==> config.mk <==
export PLATFORM = sky130hd
export DESIGN_NAME = rom_upload_reader
export DESIGN_NICKNAME = d
export VERILOG_FILES = /design/src/rtl/rom_upload_pkg.sv /design/src/rtl/sdram_toggle_master.sv /design/src/rtl/rom_upload_reader.sv
export SDC_FILE = /design/constraint.sdc
export NUM_CORES = 1
export LEC_CHECK = 0
export ABC_AREA = 1
export BUFFER_PORTS_ARGS = -buffer_cell sky130_fd_sc_hd__buf_4
export CORE_UTILIZATION = 40
export CTS_CLUSTER_DIAMETER = 120
export DETAILED_ROUTE_END_ITERATION = 10
export PLACE_DENSITY = 0.62
export SLEW_MARGIN = 30
export SYNTH_ARGS = -nofsm -noshare
export SYNTH_HDL_FRONTEND = slang
export SYNTH_SLANG_ARGS = --single-unit
export TNS_END_PERCENT = 30
==> constraint.sdc <==
create_clock -name clk_sys -period 5.2 [get_ports clk_sys]
set_input_delay 0.52 -clock clk_sys [delete_from_list [all_inputs] [get_ports clk_sys]]
set_output_delay 0.52 -clock clk_sys [all_outputs]
set_load 0.05 [all_outputs]
==> src/rtl/rom_upload_pkg.sv <==
// Shared types and helpers for the ROM/NVRAM upload read-back path.
package rom_upload_pkg;

    localparam int WORD_AW = 23;

    typedef enum logic [1:0] {
        IDLE,
        FETCH,
        DRAIN,
        PREF
    } state_t;

    // Byte address bit 0 picks the lane, matching the download write path.
    function automatic logic [7:0] lane_select(input logic [15:0] word, input logic hi_lane);
        return hi_lane ? word[15:8] : word[7:0];
    endfunction

endpackage

==> src/rtl/sdram_toggle_master.sv <==
// Toggle req/ack master for one SDRAM port: owns port_req, the address/strobe registers and the done pulse.
module sdram_toggle_master
    import rom_upload_pkg::*;
(
    input  logic               clk_sys,
    input  logic               reset,
    input  logic               start,
    input  logic [WORD_AW-1:0] start_a,
    input  logic [1:0]         start_ds,
    input  logic               port_ack,
    output logic               port_req,
    output logic [WORD_AW-1:0] port_a,
    output logic [1:0]         port_ds,
    output logic               busy,
    output logic               done
);

    logic in_flight;

    assign busy = port_req != port_ack;
    // in_flight masks the equality seen after a reset with a stale ack.
    assign done = in_flight & ~busy;

    // NOTE: every register here is sequential state, so it is assigned with <= only;
    // blocking assignments would make the order of these lines observable.
    always_ff @(posedge clk_sys or posedge reset) begin
        if (reset) begin
            port_req  <= 1'b0;
            port_a    <= '0;
            port_ds   <= '0;
            in_flight <= 1'b0;
        end else if (start && !busy) begin
            port_req  <= ~port_req;
            port_a    <= start_a;
            port_ds   <= start_ds;
            in_flight <= 1'b1;
        end else if (done) begin
            in_flight <= 1'b0;
        end
    end

endmodule

==> src/rtl/rom_upload_reader.sv <==
// Upload read-back engine: serves ioctl byte reads from a one-word cache backed by an SDRAM port.
// Optional next-word prefetch is enabled by defining ROM_UPLOAD_PREFETCH_EN.
module rom_upload_reader
    import rom_upload_pkg::*;
#(
    parameter int             AW        = 25,
    parameter logic [AW-1:0]  BASE_ADDR = '0
) (
    input  logic               clk_sys,
    input  logic               reset,
    input  logic               upload,
    input  logic               ioctl_rd,
    input  logic [AW-1:0]      ioctl_addr,
    output logic [7:0]         ioctl_din,
    output logic               ioctl_ready,
    output logic               rd_err,
    output logic               port_req,
    input  logic               port_ack,
    output logic [WORD_AW-1:0] port_a,
    output logic [1:0]         port_ds,
    output logic               port_we,
    input  logic [15:0]        port_q
);

    localparam int BAW = WORD_AW + 1;

    state_t             state;
    logic               upload_q;
    logic               upload_rise;
    logic               upload_fall;
    logic               rd_acc;
    logic [BAW-1:0]     rd_byte;
    logic               pend_valid;
    logic [BAW-1:0]     pend_byte;
    logic               req_valid;
    logic [BAW-1:0]     req_byte;
    logic [WORD_AW-1:0] req_word;
    logic               req_hi;
    logic               c_valid;
    logic [WORD_AW-1:0] c_addr;
    logic [15:0]        c_data;
    logic               cache_hit;
    logic               fetch_hi;
    logic               tm_start;
    logic [WORD_AW-1:0] tm_a;
    logic [1:0]         tm_ds;
    logic               busy;
    logic               done;
    logic               launch;
`ifdef ROM_UPLOAD_PREFETCH_EN
    logic               p_valid;
    logic [WORD_AW-1:0] p_addr;
    logic [15:0]        p_data;
    logic               pref_hit;
`endif

    assign port_we     = 1'b0;
    assign upload_rise = upload & ~upload_q;
    assign upload_fall = upload_q & ~upload;
    assign rd_acc      = ioctl_rd & upload;
    assign rd_byte     = BAW'(ioctl_addr - BASE_ADDR);

    // A fresh strobe takes precedence over the slot it would overwrite.
    assign req_valid = rd_acc | pend_valid;
    assign req_byte  = rd_acc ? rd_byte : pend_byte;
    assign req_word  = req_byte[BAW-1:1];
    assign req_hi    = req_byte[0];
    assign cache_hit = c_valid && (c_addr == req_word);
`ifdef ROM_UPLOAD_PREFETCH_EN
    assign pref_hit  = p_valid && (p_addr == req_word);
`endif

    // NOTE: defaults first so every path assigns every output; no latches are inferred.
    always_comb begin
        tm_start = 1'b0;
        tm_a     = req_word;
        tm_ds    = {req_hi, ~req_hi};
        case (state)
            IDLE: begin
                if (req_valid && !cache_hit) begin
`ifdef ROM_UPLOAD_PREFETCH_EN
                    tm_start = 1'b1;
                    if (pref_hit) begin
                        tm_a  = p_addr + WORD_AW'(1);
                        tm_ds = 2'b11;
                    end
`else
                    tm_start = 1'b1;
`endif
                end
            end
`ifdef ROM_UPLOAD_PREFETCH_EN
            FETCH: begin
                if (done) begin
                    tm_start = 1'b1;
                    tm_a     = port_a + WORD_AW'(1);
                    tm_ds    = 2'b11;
                end
            end
`endif
            default: tm_start = 1'b0;
        endcase
        if (upload_fall) tm_start = 1'b0;
    end

    assign launch = tm_start & ~busy;

    sdram_toggle_master u_master (
        .clk_sys  (clk_sys),
        .reset    (reset),
        .start    (tm_start),
        .start_a  (tm_a),
        .start_ds (tm_ds),
        .port_ack (port_ack),
        .port_req (port_req),
        .port_a   (port_a),
        .port_ds  (port_ds),
        .busy     (busy),
        .done     (done)
    );

    always_ff @(posedge clk_sys or posedge reset) begin
        if (reset) begin
            state       <= IDLE;
            upload_q    <= 1'b0;
            ioctl_din   <= '0;
            ioctl_ready <= 1'b0;
            rd_err      <= 1'b0;
            pend_valid  <= 1'b0;
            pend_byte   <= '0;
            c_valid     <= 1'b0;
            c_addr      <= '0;
            c_data      <= '0;
            fetch_hi    <= 1'b0;
`ifdef ROM_UPLOAD_PREFETCH_EN
            p_valid     <= 1'b0;
            p_addr      <= '0;
            p_data      <= '0;
`endif
        end else begin
            upload_q <= upload;
            if (upload_rise) rd_err <= 1'b0;

            if (upload_fall) begin
                c_valid     <= 1'b0;
                pend_valid  <= 1'b0;
                ioctl_ready <= 1'b0;
`ifdef ROM_UPLOAD_PREFETCH_EN
                p_valid     <= 1'b0;
`endif
                // An in-flight transfer still owes an ack; wait for it and drop the data.
                if (state == FETCH || state == PREF) state <= done ? IDLE : DRAIN;
            end else begin
                if (state != IDLE && rd_acc) begin
                    pend_valid <= 1'b1;
                    pend_byte  <= rd_byte;
                    if (pend_valid) rd_err <= 1'b1;
                end

                case (state)
                    IDLE: begin
                        if (rd_acc && pend_valid) rd_err <= 1'b1;
                        if (req_valid) begin
                            if (cache_hit) begin
                                ioctl_din   <= lane_select(c_data, req_hi);
                                ioctl_ready <= 1'b1;
                                pend_valid  <= 1'b0;
`ifdef ROM_UPLOAD_PREFETCH_EN
                            end else if (pref_hit) begin
                                c_addr      <= p_addr;
                                c_data      <= p_data;
                                c_valid     <= 1'b1;
                                p_valid     <= 1'b0;
                                ioctl_din   <= lane_select(p_data, req_hi);
                                ioctl_ready <= 1'b1;
                                pend_valid  <= 1'b0;
                                if (launch) state <= PREF;
`endif
                            end else if (launch) begin
                                ioctl_ready <= 1'b0;
                                fetch_hi    <= req_hi;
                                pend_valid  <= 1'b0;
                                state       <= FETCH;
                            end else begin
                                // Port still owes an ack from before reset; park the request.
                                pend_valid <= 1'b1;
                                pend_byte  <= req_byte;
                            end
                        end
                    end
                    FETCH: begin
                        if (done) begin
                            c_addr      <= port_a;
                            c_data      <= port_q;
                            c_valid     <= 1'b1;
                            ioctl_din   <= lane_select(port_q, fetch_hi);
                            ioctl_ready <= 1'b1;
`ifdef ROM_UPLOAD_PREFETCH_EN
                            state       <= launch ? PREF : IDLE;
`else
                            state       <= IDLE;
`endif
                        end
                    end
`ifdef ROM_UPLOAD_PREFETCH_EN
                    PREF: begin
                        if (done) begin
                            p_addr  <= port_a;
                            p_data  <= port_q;
                            p_valid <= 1'b1;
                            state   <= IDLE;
                        end
                    end
`endif
                    default: begin
                        if (done) state <= IDLE;
                    end
                endcase
            end
        end
    end

endmodule

==> reports/summary.txt <==
outcome - finished clean
first-pass GRT wire length - 24000 µm
vias per cell - 4.83
CTS HTree Levels - 3
Pint - 2.37 mW
clk slew on worst S/H paths - 0.07 ns
Syn. warnings - 0
post-cts sizing count - 0
final net count - 912
clock power share - 18.1%
Hold Violations, Final - 0
Post-DP HPWL - 9750 µm
FMAX - 319 MHz
CP Class - primary input to flop
Vias - 5075
RD Place Congestion - 0.814
net switching power - 1.99 mW
post-synthesis cell count - 804
Total Power - 4.36 mW
via count of the first global-routing pass - 4740
Tightest Pin Transition - 0.891 ns
Chip Height - 123 µm
DRC errors left - 0
clock buffer count from CTS - 9
max cap viols - 0
Final setup viols - 0
CTS Hold Bufs - 0
most common cell after layout, fill and taps aside - nand2_1
combinational family with the most area after synthesis - simple AND/OR/NAND/NOR gates
layout cells sized above 1 - 14.2%
Slew HR - 40.4%
Port-buffer cells - 80
clock buffer depth - 2
unrepaired setup endpoints after global routing - false
Area Overhead vs Synth - 17.1%
FF/Latch Area - 2650 µm²
DR pass1 iterations - 4
skew final - 0.00558 ns
number of library cell types mapped by synthesis - 29
CP endpoint kind - flop
Synth Area in Compound Gates - 10.6%
sequential area share after synthesis - 45.6%
WP data arrival - 3.41 ns
row count - 43
TritonCTS clock tree - done
Cell Area, Synth - 5820 µm²
Pwr Density - 639 nW/µm²
Skew-Pair Late Insertion Delay - 0.35 ns
Net Sw Frac - 45.7%
Startpoint Class - primary input
GR Util All Layers - 20.9%
largest net degree at the start of global routing - 71
Tmin final - 3.14 ns
commonest cells after routing, fill and taps aside - nand2_1 (229), nor2_1 (115), inv_1 (113)
Hold WS - 0.267 ns
post-synthesis register bit count - 106
die outline area - 15000 µm²
peak fanout along the critical path - 32
fin crit share - 60.3%
routed length per instance - 13.7 µm
Total Routed Length - 14400 µm
n_diodes - 0
initial DRC count - 264
Reg power frac - 33.1%
Starting Density - 41.5%
fillcell total - 1449
Pleak - 3.85 nW
clk root buf - clkbuf_16
Avg Synthesized Cell Area - 7.24 µm²
io pins - 83
Clock Sinks - 106
Antenna Nets Post-Route - 0
Req. time, crit path - 5.47 ns
multi-input combinational cell area - 2500 µm²
Worst VDD drop - 0.279 mV
syn nets - 850
number of antenna violations at the first check in global routing - 0
post-synthesis xor/xnor area fraction - 0.301%
Pins Over Slew Limit - 0
Hold Path Class - primary input to asynchronous set/reset pin
postcts setup bufs - 0
part of the power in combinational logic - 48.8%
Die X - 123 µm
Synth Area in Adders - 0%
Synth Area in Simple Gates - 28.8%
TNS Setup - 0 ns
post-synthesis mux area share - 3.12%
GRT Residual Overflow - 0
core box area - 14000 µm²
## Yosys cell counts, drive strengths merged
master / number / share of area, %
clkinv: 1 / 0.064
xnor2: 1 / 0.15
xor2: 1 / 0.15
nor2: 115 / 7.4
clkbuf: 10 / 0.64
inv: 114 / 7.4
nand4: 8 / 0.97
nor3: 2 / 0.17
nand3: 58 / 5.2
nand2: 232 / 15
buf: 26 / 3.5
mux2: 1 / 0.19
o21ai: 67 / 5.8
conb: 1 / 0.064
a32o: 1 / 0.17
a21oi: 40 / 4.3
mux2i: 17 / 2.9
a31oi: 2 / 0.21
dfrtp: 106 / 46
a211oi: 1 / 0.13
## final timing paths
| kind | from | end | slack, ns | cells after the start |
|---|---|---|---|---|
| worst max-delay path | upload | u_master.port_a[20] | 2.06 | 14 |
| worst min-delay path | reset | c_data[12] | 0.27 | 2 |
| worst max register to register | pend_byte[6] | u_master.port_a[20] | 2.71 | 12 |
| worst min register to register | c_data[12] | c_data[12] | 0.48 | 2 |
| max in group asynchronous | reset | u_master.port_req | 4.00 | 3 |
| min in group clk_sys | port_q[7] | c_data[7] | 0.41 | 2 |
## area by class of cell
type | instances | area share, %
clock inverter | 7 | 1.73
inverter | 115 | 6.41
sequential | 106 | 38.9
timing repair buffer | 87 | 9.69
multi-input combinational | 547 | 36.7
clock buffer | 9 | 3.30
tap | 180 | 3.30
## layer usage
layer | GRT usage [%] | wire length (µm) | up-vias | part of all wire [%]
met5 | 0 | 0 | - | 0
met1 | 30.7 | 7380 | 2341 | 51
met3 | 2.65 | 464 | 12 | 3.2
li1 | - | - | 2624 | -
met4 | 7.09 | 201 | 0 | 1.4
met2 | 31.6 | 6370 | 98 | 44
## worst max-delay path, cell delays in order
cell and delay [ns]:
buf_4 0.33, nand2_4 0.33, inv_1 0.27, nand2_1 0.09, nand3_1 0.15, nand2_1 0.07, nor2_1 0.12, nand2_1 0.06
nor2_1 0.11, nand3_2 0.17, nand3_2 0.57, buf_4 0.39, nor2_1 0.07, a21oi_1 0.13
## state kept, by name, indices dropped and copies added (netlist names), 2 cells and up
signal,cells
state,2
c_addr,23
c_data,16
u_master.port_a,23
ioctl_din,8
pend_byte,24
u_master.port_ds,2
## power by group through the flow
stage / clock [mW] / sequential, mW / combinational [mW]
after floorplan: 0 / 1.83 / 1.22
after global placement: 0 / 1.45 / 2.10
after detailed placement: 0 / 1.46 / 2.13
after CTS: 0.809 / 1.44 / 2.14
after global routing: 0.840 / 1.50 / 2.39
final: 0.790 / 1.44 / 2.12
## metrics by stage
step / instances / worst slack [ns] / utilization (%) / instance area, µm²
finish: 1051 / 2.06 / 48.5 / 6820
global route: 1051 / 1.79 / 48.5 / 6820
CTS: 1051 / 2.07 / 48.5 / 6810
detailed placement: 1035 / 1.70 / 46.1 / 6470
global placement: 1034 / 1.76 / 46.0 / 6460
floorplan: 804 / 1.89 / - / 5820
## cell families (layout without fill, tap and decap cells)
| group | Yosys count | count (layout) |
|---|---|---|
| flip-flops | 106 | 106 |
| AND/OR/NAND/NOR | 415 | 415 |
| multiplexers | 18 | 18 |
| buffers and inverters | 151 | 218 |
| other | 1 | 1 |
| AO/OA/AOI/OAI | 111 | 111 |
| XOR/XNOR | 2 | 2 |
No activity file was read; power rests on OpenSTA's default activity.
